$ cat config.mk
export PLATFORM = sky130hd
export DESIGN_NAME = cvxif_copro_exec
export DESIGN_NICKNAME = d
export VERILOG_FILES = /design/src/rtl/cvxif_instr_pkg.sv /design/src/rtl/cvxif_result_fifo.sv /design/src/rtl/cvxif_copro_exec.sv
export SDC_FILE = /design/constraint.sdc
export NUM_CORES = 1
export LEC_CHECK = 0
export ABC_AREA = 1
export CAP_MARGIN = 20
export CORE_ASPECT_RATIO = 0.9
export CORE_MARGIN = 2
export CORE_UTILIZATION = 48
export DETAILED_ROUTE_END_ITERATION = 10
export GPL_ROUTABILITY_DRIVEN = 0
export PLACE_DENSITY = 0.72
export SYNTH_ARGS = -nofsm -noshare
export SYNTH_HDL_FRONTEND = slang
export SYNTH_SLANG_ARGS = --single-unit
$ cat constraint.sdc
create_clock -name clk_i -period 5.47 [get_ports clk_i]
set_clock_uncertainty 0.15 [all_clocks]
set_input_delay 1.094 -clock clk_i [delete_from_list [all_inputs] [get_ports clk_i]]
set_output_delay 1.094 -clock clk_i [all_outputs]
set_load 0.05 [all_outputs]
$ cat src/rtl/cvxif_instr_pkg.sv
// rtl/cvxif_instr_pkg.sv - shared opcodes, result record and FSM state type for the coprocessor exec stage
package cvxif_instr_pkg;

  localparam logic [6:0] OpCustom0 = 7'b0001011;
  localparam logic [6:0] OpCustom1 = 7'b0101011;
  localparam logic [6:0] OpCustom2 = 7'b1011011;
  localparam logic [6:0] OpCustom3 = 7'b1111011;

  // Width of the id field carried through the result FIFO
  localparam int unsigned CoproIdWidth = 3;

  typedef struct packed {
    logic [CoproIdWidth-1:0] id;
    logic [4:0]              rd;
    logic [31:0]             data;
    logic                    exc;
  } copro_result_t;

  typedef enum logic {
    StIdle = 1'b0,
    StExec = 1'b1
  } exec_state_e;

  // custom1 is the only opcode that retires without a result entry
  function automatic logic op_writes_back(input logic [6:0] op);
    return op != OpCustom1;
  endfunction

endpackage

$ cat src/rtl/cvxif_result_fifo.sv
// rtl/cvxif_result_fifo.sv - small synchronous result FIFO with registered storage and occupancy count
module cvxif_result_fifo
  import cvxif_instr_pkg::*;
#(
  parameter int unsigned Depth = 4,
  parameter type T = copro_result_t
) (
  input  logic                   clk_i,
  input  logic                   rst_i,
  input  logic                   push_i,
  input  T                       push_data_i,
  input  logic                   pop_i,
  output T                       head_o,
  output logic                   full_o,
  output logic                   empty_o,
  output logic [$clog2(Depth):0] count_o
);

  localparam int unsigned PtrW = $clog2(Depth);

  T                mem [Depth];
  logic [PtrW-1:0] wptr_q;
  logic [PtrW-1:0] rptr_q;
  logic [PtrW:0]   cnt_q;
  logic            do_push;
  logic            do_pop;

  assign full_o  = (cnt_q == (PtrW+1)'(Depth));
  assign empty_o = (cnt_q == '0);
  assign count_o = cnt_q;
  assign head_o  = mem[rptr_q];
  assign do_push = push_i && !full_o;
  assign do_pop  = pop_i && !empty_o;

  // Storage, pointers and count; storage is cleared so the head reads zero out of reset
  always_ff @(posedge clk_i) begin
    if (rst_i) begin
      wptr_q <= '0;
      rptr_q <= '0;
      cnt_q  <= '0;
      for (int i = 0; i < int'(Depth); i++) begin
        mem[i] <= '0;
      end
    end else begin
      if (do_push) begin
        mem[wptr_q] <= push_data_i;
        wptr_q      <= wptr_q + 1'b1;
      end
      if (do_pop) begin
        rptr_q <= rptr_q + 1'b1;
      end
      case ({do_push, do_pop})
        2'b10:   cnt_q <= cnt_q + 1'b1;
        2'b01:   cnt_q <= cnt_q - 1'b1;
        default: cnt_q <= cnt_q;
      endcase
    end
  end

endmodule

$ cat src/rtl/cvxif_copro_exec.sv
// rtl/cvxif_copro_exec.sv - coprocessor exec stage; CVXIF_COPRO_MUL_EN builds the custom3 multiplier
module cvxif_copro_exec
  import cvxif_instr_pkg::*;
#(
  parameter int unsigned FifoDepth  = 4,
  parameter int unsigned IdWidth    = CoproIdWidth,
  parameter int unsigned MulLatency = 3
) (
  input  logic               clk_i,
  input  logic               rst_i,
  input  logic               issue_valid_i,
  output logic               issue_ready_o,
  input  logic [31:0]        issue_instr_i,
  input  logic [IdWidth-1:0] issue_id_i,
  input  logic [31:0]        issue_rs1_i,
  input  logic [31:0]        issue_rs2_i,
  input  logic               kill_i,
  output logic               result_valid_o,
  input  logic               result_ready_i,
  output logic [IdWidth-1:0] result_id_o,
  output logic [4:0]         result_rd_o,
  output logic [31:0]        result_data_o,
  output logic               result_exc_o,
  output logic               busy_o
);

  localparam int unsigned CntW = $clog2(MulLatency + 1);

  exec_state_e             state_q;
  exec_state_e             state_d;
  logic [CntW-1:0]         cnt_q;
  logic [CntW-1:0]         lat_d;
  logic [IdWidth-1:0]      id_q;
  logic [4:0]              rd_q;
  logic [6:0]              opc_q;
  logic [31:0]             rs1_q;
  logic [31:0]             rs2_q;
  logic                    accept;
  logic                    last_cycle;
  logic                    push;
  logic                    wb;
  copro_result_t           res;
  copro_result_t           head;
  logic                    fifo_full;
  logic                    fifo_empty;
  logic [$clog2(FifoDepth):0] fifo_count_unused;
  logic [19:0]             instr_unused;

  assign instr_unused = issue_instr_i[31:12];
  assign accept       = issue_valid_i && issue_ready_o;
  assign last_cycle   = (cnt_q == CntW'(1));

  // Operation latency selected from the incoming opcode
  always_comb begin
    lat_d = CntW'(1);
`ifdef CVXIF_COPRO_MUL_EN
    if (issue_instr_i[6:0] == OpCustom3) begin
      lat_d = CntW'(MulLatency);
    end
`endif
  end

  // State register
  always_ff @(posedge clk_i) begin
    if (rst_i) begin
      state_q <= StIdle;
    end else begin
      state_q <= state_d;
    end
  end

  // Next state: a kill or the final counted cycle ends EXEC
  always_comb begin
    state_d = state_q;
    case (state_q)
      StIdle: if (accept) state_d = StExec;
      StExec: if (kill_i || last_cycle) state_d = StIdle;
      default: state_d = StIdle;
    endcase
  end

  // FSM outputs: issue handshake and result push on an unkilled final cycle
  always_comb begin
    issue_ready_o = (state_q == StIdle) && !fifo_full;
    push          = (state_q == StExec) && last_cycle && !kill_i && wb;
  end

  // Operand capture at accept and latency countdown during EXEC
  always_ff @(posedge clk_i) begin
    if (rst_i) begin
      cnt_q <= '0;
      id_q  <= '0;
      rd_q  <= '0;
      opc_q <= '0;
      rs1_q <= '0;
      rs2_q <= '0;
    end else if (accept) begin
      cnt_q <= lat_d;
      id_q  <= issue_id_i;
      rd_q  <= issue_instr_i[11:7];
      opc_q <= issue_instr_i[6:0];
      rs1_q <= issue_rs1_i;
      rs2_q <= issue_rs2_i;
    end else if (state_q == StExec) begin
      cnt_q <= cnt_q - 1'b1;
    end
  end

  // Result computation from the latched operands
  always_comb begin
    res.id   = CoproIdWidth'(id_q);
    res.rd   = rd_q;
    res.data = '0;
    res.exc  = 1'b0;
    wb       = op_writes_back(opc_q);
    case (opc_q)
      OpCustom0: res.data = rs1_q + rs2_q;
      OpCustom1: res.data = '0;
      OpCustom2: res.data = rs1_q - rs2_q;
`ifdef CVXIF_COPRO_MUL_EN
      OpCustom3: res.data = rs1_q * rs2_q;
`else
      OpCustom3: res.exc  = 1'b1;
`endif
      default:   res.exc  = 1'b1;
    endcase
  end

  cvxif_result_fifo #(
    .Depth (FifoDepth),
    .T     (copro_result_t)
  ) u_fifo (
    .clk_i       (clk_i),
    .rst_i       (rst_i),
    .push_i      (push),
    .push_data_i (res),
    .pop_i       (result_valid_o && result_ready_i),
    .head_o      (head),
    .full_o      (fifo_full),
    .empty_o     (fifo_empty),
    .count_o     (fifo_count_unused)
  );

  assign result_valid_o = !fifo_empty;
  assign result_id_o    = IdWidth'(head.id);
  assign result_rd_o    = head.rd;
  assign result_data_o  = head.data;
  assign result_exc_o   = head.exc;
  assign busy_o         = (state_q != StIdle) || !fifo_empty;

endmodule

==> results of run 1 <==
==> stage by stage <==
step	util [%]	total power [mW]
2_1_floorplan	-	3.449
3_3_place_gp	54.42	3.965
3_5_place_dp	54.42	3.995
4_1_cts	57.60	5.808
5_1_grt	57.60	6.037
6_report	57.60	5.799
==> critical path: stages (launching register included) <==
cell and delay [ps]:
dfxtp_2 330, inv_2 600, buf_4 450, o21ai_0 140, o22ai_1 240, clkdlybuf4s50_1 860
==> sequential cells by signal (all words and copies together) (netlist names), named ones only <==
name	flops
u_fifo.mem	164
opc_q	7
u_fifo.wptr_q	2
u_fifo.rptr_q	2
rd_q	5
id_q	3
rs2_q	32
state_q	1
u_fifo.count_o	3
rs1_q	32
cnt_q	2
==> area by class of cell <==
type,count,share of cell area (%)
inverter,228,5.305
sequential,255,41.71
multi-input combinational,1138,36.03
tap,360,2.784
clock buffer,38,4.880
timing repair buffer,144,8.647
clock inverter,11,0.6419
==> Yosys cell counts (6+ instances only) <==
library cell,count,area share (%)
a21oi_1,114,4.1
nor3_1,14,0.51
dfxtp_1,91,13
xnor2_1,6,0.38
o22ai_1,41,1.9
nand2_1,315,8.6
nand4_1,8,0.36
nand3_4,20,2.5
buf_2,22,0.80
xor2_1,28,1.8
inv_1,223,6.1
edfxtp_1,164,36
o21ai_0,142,5.2
nor2_1,280,7.6
nor2_2,15,0.68
ha_1,34,3.1
or2_2,8,0.36
nand3b_1,9,0.49
nand3_1,76,2.8
clkbuf_1,49,1.3
==> worst max path at each step <==
stage,cells after the start,end,startpoint,slack [ps]
final,5,result_data_o[31],flop,1060
after global routing,5,result_data_o[31],flop,890
after CTS,5,result_data_o[31],flop,1000
after detailed placement,5,result_data_o[31],flop,1580
after global placement,5,result_data_o[31],flop,1650
after floorplan,5,u_fifo.mem[3][0],kill_i,210
==> power breakdown <==
| part | total, mW | switching, mW | leakage [nW] | internal [mW] |
|---|---|---|---|---|
| Clock | 1.83 | 0.772 | 0.444 | 1.06 |
| Combinational | 1.76 | 1.20 | 4.12 | 0.556 |
| Sequential | 2.21 | 0.0546 | 2.44 | 2.15 |
| Total | 5.80 | 2.03 | 7.01 | 3.77 |
==> layout by cell type (no fill, tap or decap), types with 41 or more instances in the layout <==
cell and instances:
dfxtp_1 90, o21ai_0 142, nand2_1 314, clkdlybuf4s50_1 127, a21oi_1 114, o22ai_1 41, nand3_1 76, inv_1 223
edfxtp_1 164, nor2_1 279
==> kinds of logic (layout without fill, tap and decap cells) <==
kind of cell / after synthesis / count (layout) / share of synthesized area (%)
compound gates: 310 / 310 / 11.85
xor+xnor: 34 / 34 / 2.165
fa+ha+maj: 36 / 36 / 3.384
buf+inv: 302 / 421 / 8.750
flops: 255 / 255 / 49.04
simple gates: 758 / 758 / 24.80
==> metal layers <==
| metal | part of all wire (%) | up-vias | track usage (%) |
|---|---|---|---|
| met5 | 0 | - | 0 |
| met4 | 2.2 | 0 | 5.718 |
| met3 | 5.8 | 53 | 2.558 |
| met2 | 45 | 357 | 37.91 |
| met1 | 47 | 5227 | 32.45 |
| li1 | - | 5745 | - |
==> flow_summary.json, run 1 <==
{
  "outcome": "finished, final reports clean",
  "rows": 58,
  "hold_slack_ps": 308.2,
  "tightest_slew_ps": 850.8,
  "clk_latency_ps": 550,
  "holdPathEnd": "opc_q[2]",
  "setup_ws_ps": 1058,
  "placed_area_um2": 15280,
  "relSlewSlack_pct": 43.28,
  "finalSetupViolCount": 0,
  "hold_path_depth": 2,
  "placed_cells": 2125,
  "grt_max_degree": 95,
  "cp-start-kind": "flop",
  "grt_overflow": 0,
  "layout.cells.non_filler": 2174,
  "post-dp-hpwl_um": 23530,
  "syn_area_um2": 13760,
  "syn_to_final_growth_pct": 17.61,
  "min_period_ps": 4412,
  "final_cell_area_um2": 16180,
  "crit_path_end_kind": "output port",
  "vias": 11380,
  "place_ws_ps": 1584,
  "synthFlopType": "edfxtp_1",
  "via_per_inst": 5.236,
  "synth.distinct_cells": 40,
  "r2r-end": "u_fifo.mem[1][23]",
  "io_pins": 148,
  "critPathKind": "reg2out",
  "synth-edff-count": 164,
  "dr.first_iter.drc_count": 883,
  "die_w_um": 182.4,
  "cts_setup_buffers": 0,
  "drv_cap": 0,
  "avgSynthCellArea_um2": 8.115,
  "cts_hold_buf": 0,
  "core_area_um2": 28080,
  "clock_path_buffers": 3,
  "cts-htree-levels": 1,
  "vdd_drop_max_mv": 0.2233,
  "grt_usage_pct": 22.92,
  "yosys_warnings": 0,
  "tritoncts": "done",
  "maxSlewViolCount": 0,
  "ctsResizeCount": 0,
  "cts.reportedPaths.clkPinSlew_ps": 60,
  "die_y_um": 164.6,
  "cts_made_buffers": 27,
  "period_share_pct": 80.65,
  "antenna_found_initial": 0,
  "cts_root_buf": "clkbuf_16",
  "hp-class": "reg2reg",
  "power_leakage_nw": 7.010,
  "grt_pass1_vias": 10810,
  "dieArea_um2": 30030,
  "nNetsFinal": 1934,
  "p_per_area_nw_per_um2": 358.4,
  "drive_above_1_share_pct": 6.670,
  "wirelength_um": 34390,
  "fillerInstances": 2509,
  "post_synth_inst_count": 1695,
  "ys_ff_latch": 255,
  "io_buffers": 127,
  "tns_ps": 0,
  "drtPass1Iterations": 5,
  "rsz0062_at_grt": "no",
  "fmax_mhz": 226.7,
  "initial_core_util_pct": 48.98,
  "rr_startpoint": "opc_q[0]",
  "cp.arrival_ps": 3170,
  "synthArstFlopShare_pct": 0,
  "hold_violations": 0,
  "worstPathMaxFanout": 49,
  "multi_input_area_um2": 5829,
  "antenna_cells": 0,
  "drc": 0,
  "synth_nets": 1835,
  "reg2reg_depth": 19,
  "r2r_setup_slack_ps": 1730,
  "route.detailed.wl_per_inst_um": 15.82,
  "regArea_um2": 6748,
  "final_antenna_net_count": 0,
  "worst_ep_required_time_ps": 4230,
  "hp-start": "opc_q[2]",
  "yosysSeqAreaShare_pct": 49.04,
  "grt_pass1_wl_um": 54760,
  "cts.sinks": 255
}
Note: power is estimated with default switching activity, not from simulation.
==> run 2, diff against run 1 <==
- clock period: 5.47 -> 3.9 ns (I/O delays scaled with it)
==> run 2 against run 1 <==
Final cell count up 0.46%. Global-route usage down 0.14 points. Utilization up 0.41 points. First-iteration DRC count up 1.0%. Sequential share of layout area down 0.29 points. Critical path type unchanged. Combinational power up 40%.
==> flow_summary.json, run 2 (synthesis gave the netlist of run 1 again) <==
{
  "period_share_pct": 93.88,
  "grt_overflow": 0,
  "wirelength_um": 34390,
  "initial_core_util_pct": 48.98,
  "cts-htree-levels": 1,
  "post-dp-hpwl_um": 24040,
  "vias": 11410,
  "clkPwrFrac_pct": 32.1,
  "cts.reportedPaths.clkPinSlew_ps": 60,
  "cp-start-kind": "flop",
  "worstSetupEndpoint": "result_data_o[1]",
  "grt_usage_pct": 22.78,
  "r2r-end": "u_fifo.mem[0][32]",
  "tritoncts": "done",
  "rows": 58,
  "clock_path_buffers": 3,
  "worstPathMaxFanout": 20,
  "cts_setup_buffers": 0,
  "path_buf_inv": 3,
  "final_antenna_net_count": 0,
  "fmax_mhz": 273.1,
  "hp-class": "reg2reg",
  "tightest_slew_ps": 667.0,
  "top_register": "u_fifo.mem",
  "largest_register_ffs": 164,
  "layout_commonest_cell": "nand2_1",
  "r2r_setup_slack_ps": 400,
  "reg_top3": "u_fifo.mem x164, rs1_q x32, rs2_q x32",
  "cts.sinks": 255,
  "tns_ps": 0,
  "reg2reg_depth": 20,
  "antenna_cells": 0,
  "worst_ep_required_time_ps": 2970,
  "cp.arrival_ps": 2730,
  "outcome": "finished, final reports clean",
  "syn_to_final_growth_pct": 18.44,
  "postLayoutCoreUtil_pct": 58.01,
  "vdd_drop_max_mv": 0.3620,
  "cp.depth": 5,
  "critical_path.top_delay_family": "buffers and inverters",
  "maxSlewViolCount": 0,
  "rr_startpoint": "rs2_q[2]",
  "min_period_ps": 3661,
  "crit_chain": "inv_2 > buf_4 > o21ai_0 > o22ai_1 > clkdlybuf4s50_1",
  "cpMaxStageDelayCell": "clkdlybuf4s50_1",
  "p_comb_share_pct": 30.0,
  "via_per_inst": 5.226,
  "hold_slack_ps": 309.6,
  "cts_root_buf": "clkbuf_16",
  "finalSetupViolCount": 0,
  "die_w_um": 182.4,
  "route.detailed.wl_per_inst_um": 15.75,
  "critPathKind": "reg2out",
  "antenna_found_initial": 0,
  "grt_max_degree": 49,
  "io_buffers": 127,
  "nNetsFinal": 1945,
  "core_area_um2": 28080,
  "power.switching_mw": 2.820,
  "p_sw_share_pct": 34.41,
  "place_ws_ps": 470.5,
  "rsz0062_at_grt": "no",
  "io_pins": 148,
  "drv_cap": 0,
  "drtPass1Iterations": 5,
  "drive_above_1_share_pct": 7.840,
  "power_leakage_nw": 7.106,
  "grt_pass1_vias": 10700,
  "dr.first_iter.drc_count": 892,
  "hold_violations": 0,
  "max_stage_delay_ps": 870,
  "p_per_area_nw_per_um2": 503.0,
  "relSlewSlack_pct": 55.06,
  "dieArea_um2": 30030,
  "clk_latency_ps": 550,
  "cts_made_buffers": 27,
  "seq_power_share_pct": 37.8,
  "power.total_mw": 8.195,
  "p_int_mw": 5.375,
  "layout_common_cells": "314 x nand2_1, 279 x nor2_1, 223 x inv_1",
  "setup_ws_ps": 238.9,
  "grt_pass1_wl_um": 54530,
  "crit_path_end_kind": "output port",
  "die_y_um": 164.6,
  "drc": 0
}
run 2: power by group through the flow:
stage | clock network, mW | logic [mW] | registers (mW)
6_report | 2.63 | 2.46 | 3.10
2_1_floorplan | 0 | 1.70 | 3.13
4_1_cts | 2.66 | 2.46 | 3.10
5_1_grt | 2.77 | 2.67 | 3.12
3_5_place_dp | 0 | 2.45 | 3.16
3_3_place_gp | 0 | 2.42 | 3.15
run 2: final cells by class:
type	count	area, um2
clock buffers	34	757.0
clock inverters	14	162.7
fillers	2534	11790
inverters	228	858.3
multi-input cells	1138	5829
flip-flops and latches	255	6748
well taps	360	450.4
repair buffers	155	1486
run 2: metal layers:
metal	vias to the layer above	GRT usage (%)	wire (um)
met2	383	38.25	15690
li1	5761	-	-
met3	46	2.668	2214
met1	5223	31.88	15770
met5	-	0	0
met4	0	5.169	722
run 2: stage by stage:
step / std cells / instance area (um2)
finish: 2184 / 16290
CTS: 2184 / 16290
detailed placement: 2136 / 15370
global route: 2184 / 16290
global placement: 2136 / 15370
floorplan: 1695 / 13760
run 2: repair_timing:
action                     in CTS  in global routing
setup endpoints to repair       0                  1
hold buffers                    0                  0
hold endpoints to repair        0                  0
gates resized for setup         0                  1
run 2: worst min-delay path, stage by stage, from the launching register on:
cell and delay (ps):
dfxtp_1 300, inv_1 60, a21oi_1 60
run 2: how the worst min path moves through the flow:
| stage | from | to | slack (ps) | depth (start not counted) |
|---|---|---|---|---|
| floorplan | opc_q[2] | opc_q[2] | 280 | 2 |
| global placement | opc_q[2] | opc_q[2] | 290 | 2 |
| detailed placement | opc_q[2] | opc_q[2] | 300 | 2 |
| CTS | opc_q[2] | opc_q[2] | 310 | 2 |
| global route | rs1_q[17] | rs1_q[17] | 330 | 2 |
| finish | opc_q[2] | opc_q[2] | 310 | 2 |
